==> src/rtl/dsram_resp_bridge_if.sv <==
// -----------------------------------------------------------------------------
// dsram_resp_bridge_if
//   Groups the two sides of the data-SRAM response bridge:
//     - the EX-stage SRAM-style request port (data_sram_*) and the stall back to
//       the pipeline (stallreq_for_mem),
//     - the split-handshake bus (mem_req/mem_addr_ok/mem_data_ok and fields).
//   Modports:
//     slave  : the bridge's view (consumes SRAM requests, drives the bus).
//     master : the environment's view (pipeline + bus slave).
// -----------------------------------------------------------------------------
interface dsram_resp_bridge_if #(
  parameter int ADDR_W = 32,
  parameter int DATA_W = 32
);
  localparam int STRB_W = DATA_W / 8;

  // SRAM-style request port (EX stage) and load data back to MEM
  logic              data_sram_en;
  logic [STRB_W-1:0] data_sram_wen;
  logic [ADDR_W-1:0] data_sram_addr;
  logic [DATA_W-1:0] data_sram_wdata;
  logic [DATA_W-1:0] data_sram_rdata;
  logic              stallreq_for_mem;

  // Split-handshake bus
  logic              mem_req;
  logic              mem_wr;
  logic [STRB_W-1:0] mem_wstrb;
  logic [ADDR_W-1:0] mem_addr;
  logic [DATA_W-1:0] mem_wdata;
  logic              mem_addr_ok;
  logic              mem_data_ok;
  logic [DATA_W-1:0] mem_rdata;

  modport slave (
    input  data_sram_en, data_sram_wen, data_sram_addr, data_sram_wdata,
    output data_sram_rdata, stallreq_for_mem,
    output mem_req, mem_wr, mem_wstrb, mem_addr, mem_wdata,
    input  mem_addr_ok, mem_data_ok, mem_rdata
  );

  modport master (
    output data_sram_en, data_sram_wen, data_sram_addr, data_sram_wdata,
    input  data_sram_rdata, stallreq_for_mem,
    input  mem_req, mem_wr, mem_wstrb, mem_addr, mem_wdata,
    output mem_addr_ok, mem_data_ok, mem_rdata
  );
endinterface

==> src/rtl/dsram_resp_bridge.sv <==
// -----------------------------------------------------------------------------
// dsram_resp_bridge
//   Turns each synchronous data-SRAM access from EX into one transaction on a
//   split-handshake bus and stalls the pipeline until it completes. Load data is
//   held in a register and presented on data_sram_rdata until the next load
//   completes.
//
// Ports
//   clk        rising-edge clock
//   resetn     asynchronous active-low reset
//   bus        dsram_resp_bridge_if.slave (SRAM request side + bus side)
//   dbg_state  current FSM state (IDLE=0, REQ=1, WAIT=2, DONE=3)
//
// Handshake
//   A bus request is offered while mem_req=1 and is accepted in the cycle where
//   mem_addr_ok=1. The data phase ends in the cycle where mem_data_ok=1 (it may
//   coincide with acceptance). Exactly one transaction is outstanding at a time;
//   data_ok seen when no transaction is waiting for it is ignored.
//
// Configuration
//   DSRAM_WBUF_EN  when defined, adds a one-entry posted write buffer: a store
//                  seen in IDLE is accepted without stalling and drained in the
//                  background; any access arriving while it drains stalls.
// -----------------------------------------------------------------------------
module dsram_resp_bridge #(
  parameter int ADDR_W = 32,
  parameter int DATA_W = 32
) (
  input  logic                 clk,
  input  logic                 resetn,
  dsram_resp_bridge_if.slave   bus,
  output logic [1:0]           dbg_state
);
  localparam int STRB_W = DATA_W / 8;

  localparam logic [1:0] S_IDLE = 2'd0;
  localparam logic [1:0] S_REQ  = 2'd1;
  localparam logic [1:0] S_WAIT = 2'd2;
  localparam logic [1:0] S_DONE = 2'd3;

  logic [1:0]        state_q, state_d;
  logic [STRB_W-1:0] wstrb_q, wstrb_d;
  logic [ADDR_W-1:0] addr_q,  addr_d;
  logic [DATA_W-1:0] wdata_q, wdata_d;
  logic [DATA_W-1:0] rdata_q, rdata_d;
  logic              resp_done;
  logic              stall_raw;
  logic              is_load;

`ifdef DSRAM_WBUF_EN
  // Set while the in-flight transaction is a posted store (the request
  // registers double as the one-entry write buffer).
  logic              drain_q, drain_d;
`endif

  assign is_load = (bus.data_sram_wen == '0);

  always_comb begin
    state_d   = state_q;
    wstrb_d   = wstrb_q;
    addr_d    = addr_q;
    wdata_d   = wdata_q;
    rdata_d   = rdata_q;
    resp_done = 1'b0;
`ifdef DSRAM_WBUF_EN
    drain_d   = drain_q;
`endif

    case (state_q)
      S_IDLE: begin
        if (bus.data_sram_en) begin
          wstrb_d = bus.data_sram_wen;
          addr_d  = bus.data_sram_addr;
          wdata_d = bus.data_sram_wdata;
          state_d = S_REQ;
`ifdef DSRAM_WBUF_EN
          drain_d = !is_load;
`endif
        end
      end
      S_REQ: begin
        if (bus.mem_addr_ok) begin
          if (bus.mem_data_ok) resp_done = 1'b1;
          else                 state_d   = S_WAIT;
        end
      end
      S_WAIT: begin
        if (bus.mem_data_ok) resp_done = 1'b1;
      end
      // DONE releases the stall; the requester's still-held en is ignored here.
      S_DONE:  state_d = S_IDLE;
      default: state_d = S_IDLE;
    endcase

    if (resp_done) begin
      state_d = S_DONE;
      if (wstrb_q == '0) rdata_d = bus.mem_rdata;
`ifdef DSRAM_WBUF_EN
      // A drained posted store has no pipeline waiting on it: skip DONE.
      if (drain_q) state_d = S_IDLE;
      drain_d = 1'b0;
`endif
    end
  end

  // Stall request
  always_comb begin
    stall_raw = 1'b0;
    case (state_q)
`ifdef DSRAM_WBUF_EN
      S_IDLE: stall_raw = bus.data_sram_en & is_load;
      // Draining the buffer only blocks whatever access arrives meanwhile.
      S_REQ,
      S_WAIT: stall_raw = drain_q ? bus.data_sram_en : 1'b1;
`else
      S_IDLE: stall_raw = bus.data_sram_en;
      S_REQ,
      S_WAIT: stall_raw = 1'b1;
`endif
      default: stall_raw = 1'b0;
    endcase
  end

  always_ff @(posedge clk or negedge resetn) begin
    if (!resetn) begin
      state_q <= S_IDLE;
      wstrb_q <= '0;
      addr_q  <= '0;
      wdata_q <= '0;
      rdata_q <= '0;
`ifdef DSRAM_WBUF_EN
      drain_q <= 1'b0;
`endif
    end else begin
      state_q <= state_d;
      wstrb_q <= wstrb_d;
      addr_q  <= addr_d;
      wdata_q <= wdata_d;
      rdata_q <= rdata_d;
`ifdef DSRAM_WBUF_EN
      drain_q <= drain_d;
`endif
    end
  end

  // Gated by resetn so the stall drops the instant reset asserts, even while
  // the requester still holds en.
  assign bus.stallreq_for_mem = resetn & stall_raw;
  assign bus.data_sram_rdata  = rdata_q;
  assign bus.mem_req          = (state_q == S_REQ);
  assign bus.mem_wr           = (wstrb_q != '0);
  assign bus.mem_wstrb        = wstrb_q;
  assign bus.mem_addr         = addr_q;
  assign bus.mem_wdata        = wdata_q;
  assign dbg_state            = state_q;

endmodule

==> src/flat_wrapper.sv <==
// flat-port wrapper written by rule: the top's interface ports become plain ports
module dsram_resp_bridge_flat 
#(
  parameter int ADDR_W = 32,
  parameter int DATA_W = 32
)
  (clk, resetn, dbg_state, bus_data_sram_en, bus_data_sram_wen, bus_data_sram_addr, bus_data_sram_wdata, bus_data_sram_rdata, bus_stallreq_for_mem, bus_mem_req, bus_mem_wr, bus_mem_wstrb, bus_mem_addr, bus_mem_wdata, bus_mem_addr_ok, bus_mem_data_ok, bus_mem_rdata);
  dsram_resp_bridge_if #(.ADDR_W(ADDR_W), .DATA_W(DATA_W)) bus_i ();
  input  logic clk;
  input  logic resetn;
  output logic [1:0] dbg_state;
  input wire logic [$bits(bus_i.data_sram_en)-1:0] bus_data_sram_en;
  input wire logic [$bits(bus_i.data_sram_wen)-1:0] bus_data_sram_wen;
  input wire logic [$bits(bus_i.data_sram_addr)-1:0] bus_data_sram_addr;
  input wire logic [$bits(bus_i.data_sram_wdata)-1:0] bus_data_sram_wdata;
  output wire logic [$bits(bus_i.data_sram_rdata)-1:0] bus_data_sram_rdata;
  output wire logic [$bits(bus_i.stallreq_for_mem)-1:0] bus_stallreq_for_mem;
  output wire logic [$bits(bus_i.mem_req)-1:0] bus_mem_req;
  output wire logic [$bits(bus_i.mem_wr)-1:0] bus_mem_wr;
  output wire logic [$bits(bus_i.mem_wstrb)-1:0] bus_mem_wstrb;
  output wire logic [$bits(bus_i.mem_addr)-1:0] bus_mem_addr;
  output wire logic [$bits(bus_i.mem_wdata)-1:0] bus_mem_wdata;
  input wire logic [$bits(bus_i.mem_addr_ok)-1:0] bus_mem_addr_ok;
  input wire logic [$bits(bus_i.mem_data_ok)-1:0] bus_mem_data_ok;
  input wire logic [$bits(bus_i.mem_rdata)-1:0] bus_mem_rdata;
  assign bus_i.data_sram_en = bus_data_sram_en;
  assign bus_i.data_sram_wen = bus_data_sram_wen;
  assign bus_i.data_sram_addr = bus_data_sram_addr;
  assign bus_i.data_sram_wdata = bus_data_sram_wdata;
  assign bus_data_sram_rdata = bus_i.data_sram_rdata;
  assign bus_stallreq_for_mem = bus_i.stallreq_for_mem;
  assign bus_mem_req = bus_i.mem_req;
  assign bus_mem_wr = bus_i.mem_wr;
  assign bus_mem_wstrb = bus_i.mem_wstrb;
  assign bus_mem_addr = bus_i.mem_addr;
  assign bus_mem_wdata = bus_i.mem_wdata;
  assign bus_i.mem_addr_ok = bus_mem_addr_ok;
  assign bus_i.mem_data_ok = bus_mem_data_ok;
  assign bus_i.mem_rdata = bus_mem_rdata;
  dsram_resp_bridge #(.ADDR_W(ADDR_W), .DATA_W(DATA_W)) u_core (.clk(clk), .resetn(resetn), .bus(bus_i), .dbg_state(dbg_state));
endmodule
==> config.mk <==
export PLATFORM = sky130hd
export DESIGN_NAME = dsram_resp_bridge_flat
export DESIGN_NICKNAME = d
export VERILOG_FILES = /design/src/rtl/dsram_resp_bridge_if.sv /design/src/rtl/dsram_resp_bridge.sv /design/src/flat_wrapper.sv
export SDC_FILE = /design/constraint.sdc
export NUM_CORES = 1
export LEC_CHECK = 0
export CAP_MARGIN = 10
export CORE_ASPECT_RATIO = 1.5
export CORE_MARGIN = 2
export CORE_UTILIZATION = 40
export DETAILED_ROUTE_END_ITERATION = 12
export PLACE_DENSITY = 0.83
export SLEW_MARGIN = 20
export SYNTH_ARGS = -nofsm -noshare
export SYNTH_HDL_FRONTEND = slang
export SYNTH_SLANG_ARGS = --single-unit
==> constraint.sdc <==
create_clock -name clk -period 2.6 [get_ports clk]
set_input_delay 0.39 -clock clk [delete_from_list [all_inputs] [get_ports clk]]
set_output_delay 0.39 -clock clk [all_outputs]
set_load 0.05 [all_outputs]
==> impl_metrics.py <==
metrics = {
    "layout": {
        "area_growth_pct": 61.1,
        "final_util": 0.653,
        "design_area_um2": 6550,
        "final_cell_mix": "clkdlybuf4s50_1, dfrtp_1, mux2_2",
        "diodes": 0,
        "final_layout_size_suffix_gt1_frac": 0.279,
        "finalNetCount": 559,
        "n_fill_cell": 733,
        "final_common_cell": "clkdlybuf4s50_1",
    },
    "run": {
        "maxCapViolCount": 0,
    },
    "pwr": {
        "p_total_uw": 10400,
        "p_switching_uw": 4830,
        "power_density_nw_per_um2": 1580,
        "pwr-share-comb": 0.598,
        "leakage_uw": 0.00289,
        "power.internal_uw": 5520,
        "swShare": 0.466,
        "power_frac_seq": 0.273,
        "p_clk_frac": 0.129,
        "vdd_ir_drop_max_mv": 0.776,
    },
    "global_route": {
        "antenna_found_initial": 0,
        "grt_pass1_wl_um": 15300,
        "overflow": 0,
        "grt_pass1_vias": 3005,
        "gr-usage-all-layers": 0.180,
        "grt_max_degree": 70,
    },
    "worst_setup_path": {
        "crit_path_end_kind": "output pin",
        "rrSetupSlack_ns": 0.37,
        "crit_type": "register to output pin",
        "cp-start-kind": "register",
        "required_ns": 2.21,
        "r2r-end": "u_core.bus.data_sram_rdata[31]",
        "crit-reg2reg-launch": "u_core.bus.mem_wstrb[2]",
        "crit_fanout": 3,
        "rr_worst_depth": 4,
        "cp.arrival_ns": 1.99,
    },
    "place": {
        "dp_hpwl_um": 7440,
        "port_buffers": 209,
        "place_area_um2": 6250,
        "gp_congestion": 0.803,
    },
    "floorplan": {
        "dieWidth_um": 86.3,
        "core_um2": 10000,
        "die_h_um": 127,
        "rows": 45,
        "initial_core_util": 0.405,
        "die-area_um2": 11000,
        "ioPinCount": 210,
    },
    "timing": {
        "fin_tns_setup_ns": 0,
        "period_share": 0.916,
        "skew_ns": 0.00976,
        "tightest_slew_ns": 0.770,
        "setup_viol": 0,
        "maxSlewHeadroom": 0.487,
        "rsz0062_at_grt": "no",
        "fin_crit_ns": 2.38,
        "hold_viol": 0,
        "clock.fmax_ghz": 0.420,
        "slew_violations": 0,
    },
    "logic_synthesis": {
        "avgSynthCellArea_um2": 17.1,
        "synth_nets": 346,
        "yosys.area.top_type_share": 0.628,
        "synth_mux_area_frac": 0.310,
        "yosys.area_share.adder": 0.0123,
        "synth.distinct_cells": 20,
        "synth_cells": 237,
        "synth_seq_cells": 102,
        "synth_top_cell_by_area": "dfrtp_1",
        "yosysWarningCount": 0,
        "synth_compound_area_frac": 0.00677,
        "synthTopCellsByArea": "dfrtp_1, mux2_2, mux2_4",
        "synth-simple-area-share": 0.0160,
        "synth_top_family_by_area": "multiplexers",
        "ys_seq_area_frac": 0.628,
        "netlist_area_um2": 4060,
        "synth_xor_area_frac": 0,
    },
    "clocking": {
        "hold_buffers": 0,
        "cts_tree": "built",
        "htreeDepth": 3,
        "root_buffer": "clkbuf_16",
        "cts_buffer_depth": 2,
        "cts_resized": 0,
        "cts_made_buffers": 9,
        "clkTransAtPathRegs_ns": 0.07,
        "cts_setup_buffers": 0,
        "clock-sinks": 102,
        "clk_latency_ns": 0.34,
    },
    "detailed_routing": {
        "drtIter0Drc": 54,
        "avgRoutedWirePerCell_um": 17.2,
        "firstDrtPassIters": 4,
        "drtAntennaViolNets": 0,
        "wl_um": 9830,
        "viasPerCell": 4.77,
        "drc": 0,
        "vias": 2730,
    },
    "worst_hold_path": {
        "worstHoldPathType": "primary input to asynchronous set/reset pin",
    },
    "status": {
        "outcome": "finished, final reports clean",
    },
}
[kinds of logic (layout without fill, tap and decap cells)]
family          after synthesis  after routing
compound gates                4              4
fa+ha+maj                     4              4
buf+inv                      14            232
flops                       102            102
mux                         102            102
simple gates                 11             11
[critical path, stage by stage, from the launching register on]
cell,delay [ns]
dfrtp_1,0.39
or4_4,0.54
clkdlybuf4s50_1,0.72
[cell usage after synthesis]
library cell	instances
a21oi_1	2
buf_1	7
buf_12	3
buf_6	1
dfrtp_1	102
ha_1	4
inv_1	3
mux2_2	71
mux2_4	30
mux2i_1	1
nand2_1	2
nand2b_1	1
nand3_1	2
nor2_1	1
nor2b_1	1
nor3b_1	1
o221ai_1	2
or2_2	1
or3_1	1
or4_4	1
[worst max-delay path by stage]
stage	start	to	cells past startpoint
final	u_core.bus.mem_wstrb[2]	bus_mem_wr	2
after detailed placement	u_core.bus.mem_wstrb[2]	u_core.bus.data_sram_rdata[11]	4
after global placement	bus_mem_data_ok	u_core.bus.data_sram_rdata[31]	5
after global routing	u_core.dbg_state[1]	bus_mem_req	3
after floorplan	u_core.dbg_state[0]	u_core.bus.data_sram_rdata[10]	6
after CTS	u_core.bus.mem_wstrb[2]	bus_mem_wr	2
[per-layer routing]
layer,track usage,vias to the layer above,part of all wire
li1,-,1253,-
met1,0.204,1334,0.37
met2,0.312,120,0.53
met3,0.0459,23,0.067
met4,0.0864,0,0.030
met5,0,-,0
[layout make-up]
| class | count | area [um^2] | area share |
|---|---|---|---|
| multi-input combinational | 121 | 1410 | 0.216 |
| sequential | 102 | 2550 | 0.390 |
| inverter | 3 | 11.3 | 0.00172 |
| clock inverter | 6 | 68.8 | 0.0105 |
| clock buffer | 10 | 229 | 0.0350 |
| timing repair buffer | 213 | 2130 | 0.325 |
| tap | 117 | 146 | 0.0224 |
[through the flow]
stage          std cells  hold slack (ns)  setup WS [ns]
3_5_place_dp         556            0.491          0.388
4_1_cts              572            0.137          0.194
2_1_floorplan        237           0.0944          0.150
3_3_place_gp         556            0.487          0.411
6_report             572            0.120          0.218
5_1_grt              572            0.175          0.147
[state kept, by name, summed over array words and instances, names as in the netlist]
signal,flops
u_core.dbg_state,2
u_core.bus.mem_wdata,32
u_core.bus.data_sram_rdata,32
u_core.bus.mem_wstrb,4
u_core.bus.mem_addr,32
[power groups by stage]
stage,registers [uW],logic [uW],clock network (uW)
final,2820,6190,1340
after global routing,2920,6410,1430
after CTS,2830,6240,1380
after detailed placement,2850,6230,0
after global placement,2800,6140,0
after floorplan,5610,1310,0
No activity file was read; power rests on OpenSTA's default activity.
